--- src/rtl/mct_rd_arbiter.sv ---
// mct_rd_arbiter: shares one AXI4 read port among requesters (round-robin AR, in-order R routing).
// Define MCT_RD_ARB_STRICT_PRIO_EN for fixed lowest-index-wins priority instead of round-robin.
module mct_rd_arbiter #(
  parameter int C_NUM_PORTS        = 2,
  parameter int C_M_AXI_ADDR_WIDTH = 64,
  parameter int C_M_AXI_DATA_WIDTH = 512,
  parameter int C_MAX_OUTSTANDING  = 8
) (
  input  logic                                        clk,
  input  logic                                        rst_n,
  input  logic [C_NUM_PORTS-1:0]                      s_arvalid,
  output logic [C_NUM_PORTS-1:0]                      s_arready,
  input  logic [C_NUM_PORTS*C_M_AXI_ADDR_WIDTH-1:0]   s_araddr,
  input  logic [C_NUM_PORTS*8-1:0]                    s_arlen,
  output logic [C_NUM_PORTS-1:0]                      s_rvalid,
  input  logic [C_NUM_PORTS-1:0]                      s_rready,
  output logic [C_M_AXI_DATA_WIDTH-1:0]               s_rdata,
  output logic                                        s_rlast,
  output logic                                        m_axi_arvalid,
  input  logic                                        m_axi_arready,
  output logic [C_M_AXI_ADDR_WIDTH-1:0]               m_axi_araddr,
  output logic [7:0]                                  m_axi_arlen,
  input  logic                                        m_axi_rvalid,
  output logic                                        m_axi_rready,
  input  logic [C_M_AXI_DATA_WIDTH-1:0]               m_axi_rdata,
  input  logic                                        m_axi_rlast,
  output logic [$clog2(C_MAX_OUTSTANDING):0]          outstanding
);
  localparam int IW = $clog2(C_NUM_PORTS);
  localparam int PW = $clog2(C_MAX_OUTSTANDING);
  localparam int CW = PW + 1;
  localparam int AW = C_M_AXI_ADDR_WIDTH;
  localparam logic [0:0] ARB_IDLE = 1'b0;
  localparam logic [0:0] ARB_ADDR = 1'b1;

  logic [0:0]    r_state;
  logic [IW-1:0] r_grant_q;
  logic [IW-1:0] r_fifo [C_MAX_OUTSTANDING];
  logic [PW-1:0] r_wptr;
  logic [PW-1:0] r_rptr;
  logic [CW-1:0] r_count;
  logic [IW-1:0] w_win;
  logic [IW-1:0] w_head;
  logic          w_full;
  logic          w_empty;
  logic          w_push;
  logic          w_pop;
`ifndef MCT_RD_ARB_STRICT_PRIO_EN
  logic [IW-1:0] r_rr_ptr;
`endif

  assign w_full  = r_count == CW'(C_MAX_OUTSTANDING);
  assign w_empty = r_count == '0;
  assign w_head  = r_fifo[r_rptr];
  assign w_push  = r_state == ARB_ADDR && m_axi_arready;
  assign w_pop   = m_axi_rvalid && m_axi_rready && m_axi_rlast;

  // Scan downward so the last hit is the closest to the start of the search.
  always_comb begin
    w_win = '0;
    for (int k = C_NUM_PORTS - 1; k >= 0; k--) begin
`ifdef MCT_RD_ARB_STRICT_PRIO_EN
      if (s_arvalid[k]) w_win = IW'(k);
`else
      if (s_arvalid[(int'(r_rr_ptr) + k) % C_NUM_PORTS]) w_win = IW'((int'(r_rr_ptr) + k) % C_NUM_PORTS);
`endif
    end
  end

  assign m_axi_arvalid = r_state == ARB_ADDR;
  assign m_axi_araddr  = s_araddr[int'(r_grant_q)*AW +: AW];
  assign m_axi_arlen   = s_arlen[int'(r_grant_q)*8 +: 8];
  assign s_arready     = w_push ? C_NUM_PORTS'(1) << r_grant_q : '0;
  assign s_rvalid      = (m_axi_rvalid && !w_empty) ? C_NUM_PORTS'(1) << w_head : '0;
  assign m_axi_rready  = s_rready[w_head] && !w_empty;
  assign s_rdata       = m_axi_rdata;
  assign s_rlast       = m_axi_rlast;
  assign outstanding   = r_count;

  always_ff @(posedge clk) begin
    if (!rst_n) begin
      r_state   <= ARB_IDLE;
      r_grant_q <= '0;
      r_wptr    <= '0;
      r_rptr    <= '0;
      r_count   <= '0;
`ifndef MCT_RD_ARB_STRICT_PRIO_EN
      r_rr_ptr  <= '0;
`endif
    end else begin
      if (r_state == ARB_IDLE && |s_arvalid && !w_full) begin
        r_state   <= ARB_ADDR;
        r_grant_q <= w_win;
      end
      if (w_push) begin
        r_state <= ARB_IDLE;
        r_wptr  <= r_wptr + PW'(1);
`ifndef MCT_RD_ARB_STRICT_PRIO_EN
        r_rr_ptr <= (r_grant_q == IW'(C_NUM_PORTS - 1)) ? '0 : r_grant_q + IW'(1);
`endif
      end
      if (w_pop) r_rptr <= r_rptr + PW'(1);
      r_count <= r_count + CW'(w_push) - CW'(w_pop);
    end
  end

  always_ff @(posedge clk) begin
    if (w_push) r_fifo[r_wptr] <= r_grant_q;
  end
endmodule
--- config.mk ---
export PLATFORM = sky130hd
export DESIGN_NAME = mct_rd_arbiter
export DESIGN_NICKNAME = d
export VERILOG_FILES = /design/src/rtl/mct_rd_arbiter.sv
export SDC_FILE = /design/constraint.sdc
export NUM_CORES = 1
export LEC_CHECK = 0
export ABC_CLOCK_PERIOD_IN_PS = 3200
export CAP_MARGIN = 15
export CORE_AREA = 3 3 494 496
export CTS_BUF_LIST = sky130_fd_sc_hd__clkbuf_8
export DETAILED_ROUTE_END_ITERATION = 16
export DIE_AREA = 0 0 497 499
export DONT_BUFFER_PORTS = 1
export SLEW_MARGIN = 0
export SYNTH_ARGS = -nofsm -noshare
export SYNTH_HDL_FRONTEND = slang
export SYNTH_SLANG_ARGS = --single-unit
--- constraint.sdc ---
create_clock -name clk -period 3.2 [get_ports clk]
set_input_delay 0 -clock clk [delete_from_list [all_inputs] [get_ports clk]]
set_output_delay 0 -clock clk [all_outputs]
set_load 0.01 [all_outputs]
=== After elaboration in Yosys (flattened, before gate mapping) ===
Memories as Yosys holds them, arrays and structs flattened. A register that Yosys moved wholly into a read port is not among the register bits.
Cells that the tools add are included.

* Flip-flop bits (word level): 13
* Bits in writable memories: 8
* Input port bits: 665
* Output and inout bits: 595
* Word-level logic and storage cells: 52
* Memories: 1

{| class="wikitable"
|+ Memories
! name !! depth !! width !! rd ports !! clocked after memory_dff !! write ports !! line !! text
|-
| r_fifo || 8 || 1 || 1 || 1 || 1 || 38 || <nowiki>logic [IW-1:0] r_fifo [C_MAX_OUTSTANDING];</nowiki>
|}

* Add/subtract/negate cells: 6
* $lt $le $gt $ge: 3
* Equality and inequality tests: 1
* Shift-type cells: 4
* Mux-type cells: 16
* Bitwise gates (word level): 3
* Reduce and logical (&&, ||, !) cells: 12

{| class="wikitable"
|+ Operator list
! cell !! count
|-
| $shiftx A128 B8 Y64 || 1
|-
| $shiftx A16 B5 Y8 || 1
|-
| $mux W1 || 12
|-
| $logic_and A1 B1 Y1 || 7
|-
| $add A3 B1 Y3 const B || 2
|-
| $mux W3 || 2
|-
| $add A4 B1 Y4 || 1
|-
| $eq A4 B4 Y1 const B || 1
|-
| $logic_not A4 Y1 || 1
|-
| $lt A1 B2 Y1 const B || 2
|-
| $mux W2 || 2
|-
| $reduce_or A2 Y1 || 2
|-
| $shl A1 B1 Y2 const A || 2
|-
| $sub A4 B1 Y4 || 1
|-
| $lt A2 B3 Y1 const B || 1
|-
| $add A1 B1 Y1 const B || 2
|-
| $logic_not A1 Y1 || 2
|-
| $not A1 Y1 || 2
|-
| $and A1 B1 Y1 const A || 1
|}

=== Longest topological paths before layout ===
* Depth after elaboration: 7
* Depth in mapped cells: 11
* Gate-level depth less buffers: 11

=== Worst setup path before layout ===
No wires, ideal clock.

* Kind: flip-flop to flip-flop
* Start: reg with a tool-made name
* End: reg r_count[2] (netlist: outstanding[2])
* Setup time: 0.115 ns
* Arrival: 2.410 ns
* Required time: 3.085 ns
* Path slack: 0.676 ns
* Stages on the path, launching flop included: 9
* Buffers on the path: 0
* Cells stage by stage: dfxtp_1 > mux4_1 > mux2_4 > mux2i_4 > xnor2_1 > ha_1 > fa_1 > xor2_1 > and2_1

{| class="wikitable"
|+ RTL lines
! element !! line !! text
|-
| end signal: assignment || 103 || <nowiki>r_count <= r_count + CW'(w_push) - CW'(w_pop);</nowiki>
|-
| end: declaration || 41 || <nowiki>logic [CW-1:0] r_count;</nowiki>
|}

==> summary.txt <==
Yosys
  • Post-synth EDFFs: 8
  • Most instantiated cells after synthesis: 513 x buf_4, 72 x mux2_2, 16 x dfxtp_1
  • Mapped Avg Cell Area: 8.39 um^2
  • Post-synth top area share: 0.654
  • Synth top area cells: buf_4 65%, mux2_2 14%, dfxtp_1 5.4%
  • Post-synthesis async set-or-reset flop share: 0
  • Ys Warns: 0
  • Prevailing post-synth register cell: dfxtp_1
  • Synth cell types: 30
  • Post-synth top area cell: buf_4
  • Most frequent cell after synthesis: buf_4
  • #FFs+latches synth: 24
  • Area of the mapped netlist: 5890 um^2
  • Synthesized instance count: 702
  • Syn nets: 1375
  • Register area share after synthesis: 0.0952

Run
  • MaxCap Viol Count: 0

Finish
  • Final #Nets: 863
  • Seq. cell area: 564 um^2
  • Fraction of layout cells with a size suffix above 1: 0.434
  • Multi-input logic area: 1430 um^2
  • Core Util, Final: 0.0254
  • Fillers: 28800
  • Area Overhead vs Synth: 3.42%

Global route
  • Largest net degree at the start of global routing: 36
  • Grt ovf: 0
  • Vias in the first global route: 3020
  • Initial antenna violation count: 23
  • First-pass GRT wire length: 169 mm
  • Gr usage total: 0.123

Drt
  • Drt wl/cell: 47.2 um
  • # DRC: 0
  • WL met1: 18.5 mm
  • Routed Antenna Nets: 0
  • First drt pass iteration count: 4
  • WL final: 160 mm
  • Met2 wire length: 61.3 mm
  • Vias per cell: 0.901
  • Initial DRC count: 78
  • Via count: 3042
  • Met3 WL: 74.9 mm
  • Top Metal Used: met5

Critical path
  • CP startpoint kind: flip-flop
  • Crit-path max cell delay: 0.55 ns
  • Worst Path Max Fanout: 6
  • Cells along the critical path: mux4_1 > mux2_4 > mux2i_4 > nand2_1 > ha_1 > a21o_1 > a21oi_1 > xor2_1 > and2_1
  • Worst EP required: 3.38 ns
  • Crit path DAT: 2.87 ns
  • Slowest CP cell: mux4_1
  • CP Capture Type: flip-flop
  • CP Class: flip-flop to flip-flop

Power and ir drop
  • Static leakage: 0.757 nW
  • Pint: 686 uW
  • PD cells: 257 nW/um^2
  • Register share of total power: 0.265
  • Sw frac: 0.562
  • P_sw: 878 uW
  • Comb power frac: 0.617
  • Max VDD drop: 0.172 mV
  • Clock power share: 0.118

STA
  • Setup_tns: 0 ns
  • Max Slew Vio Count: 0
  • Worst-Margin Slew: 0.609 ns
  • Slew margin rel.: 0.594
  • Final worst-path cycle share: 0.839
  • Clk_skew: 0.00833 ns
  • RSZ-0062 raised after global routing: no
  • Worst Slack Setup Final: 0.515 ns
  • Hold WS: 0.00000283 ns
  • Final setup viols: 0
  • Fmax: 0.372 GHz
  • Tmin final: 2.69 ns
  • Final hold vios: 0

Die
  • Die width: 497 um
  • CORE AREA: 240000 um^2
  • Initial Util: 0.0245
  • Die area: 248000 um^2
  • Num ports: 1260
  • Die height: 499 um
  • FP Rows: 180

Clock network
  • Clock latency at the later pin of the worst-skew pair: 0.28 ns
  • Clock transition at path regs: 0.09 ns
  • CTS buffer count: 3
  • CTS tree: built
  • Clock Tree Buf Depth: 2
  • Postcts setup bufs: 0
  • CTS root buf: clkbuf_8
  • # clock sinks: 24
  • H-tree depth: 1

Outcome
  • Status: completed

Placement
  • Placement Setup Slack: 0.519 ns
  • Hpwl dp: 157 mm
  • Routability cong.: 0.855
  • IO Port Bufs: 0

Worst hold path
  • Hold Crit Class: input port to primary output
## final timing paths
path	startpoint	endpoint	slack, ns	cells past startpoint
min reg2reg	r_rptr[2]$_SDFFE_PN0P_	r_rptr[2]$_SDFFE_PN0P_	0.49	2
max reg2reg	flip-flop	outstanding[3]$_SDFF_PN0_	0.51	9
max	flip-flop	outstanding[3]$_SDFF_PN0_	0.51	9
min	m_axi_rdata[403]	s_rdata[403]	0.000003	0
## kinds of logic (layout without fill, tap and decap cells)
group	count (synthesis)	in the layout	synth area share
XOR/XNOR	5	5	0.00744
adder cells (fa/ha/maj)	8	8	0.0183
buffers and inverters	525	12	0.662
other	0	4	0
flip-flops	24	24	0.0952
AND/OR/NAND/NOR	46	46	0.0400
AO/OA/AOI/OAI	10	10	0.0106
multiplexers	84	84	0.167
## power groups by stage
stage / clock [mW] / combinational, mW / sequential, mW
after floorplan: 0 / 1.11 / 0.390
after global placement: 0 / 1.02 / 0.425
after detailed placement: 0 / 1.03 / 0.429
after CTS: 0.187 / 1.04 / 0.421
after global routing: 0.198 / 1.04 / 0.425
final: 0.184 / 0.965 / 0.415
## critical path, delay by kind of cell (launching register included)
family	cells	cell delay, ns
AND/OR/NAND/NOR	2	0.31
adder cells (fa/ha/maj)	1	0.31
AO/OA/AOI/OAI	2	0.34
XOR/XNOR	1	0.08
multiplexers	3	1.19
flip-flops	1	0.36
## timing repair
item	4_1_cts	5_1_grt
hold buffers	2	0
hold endpoints to repair	16	0
gates resized for setup	0	0
## cell usage in the layout, fill, tap and decap left out, types with 3 or more instances in the layout
cell type  synthesis  final
edfxtp_1           8      8
nor3_1             4      4
nand2_1           12     12
inv_1              3      3
a21oi_1            3      3
mux2_2            72     72
mux2i_1            8      8
ha_1               7      7
nand2b_1           6      6
diode_2            0      4
and2_1             8      8
clkbuf_8           0      3
dfxtp_1           16     15
nor2_1             7      7
buf_4            513      3
a21boi_0           3      3
xnor2_1            3      3
## per-stage QoR
stage / std cells / cell area (um^2) / total power, mW
floorplan: 702 / 5890 / 1.50
global placement: 3368 / 6010 / 1.44
detailed placement: 3368 / 6010 / 1.46
CTS: 3374 / 6080 / 1.65
global route: 3378 / 6090 / 1.67
finish: 3378 / 6090 / 1.56
## area by class of cell
type                    count  area share
well taps                3185       0.655
clock buffers               3     0.00678
clock inverters             1    0.000617
repair buffers              5     0.00699
inverters                   3     0.00185
diodes                      4     0.00164
flip-flops and latches     24      0.0927
multi-input cells         153       0.235
## layer usage
| layer | GRT usage | up-vias |
|---|---|---|
| met2 | 0.168 | 1179 |
| li1 | - | 691 |
| met1 | 0.0415 | 956 |
| met5 | 0.00579 | - |
| met4 | 0.0287 | 4 |
| met3 | 0.272 | 212 |
No activity file was read; power rests on OpenSTA's default activity.
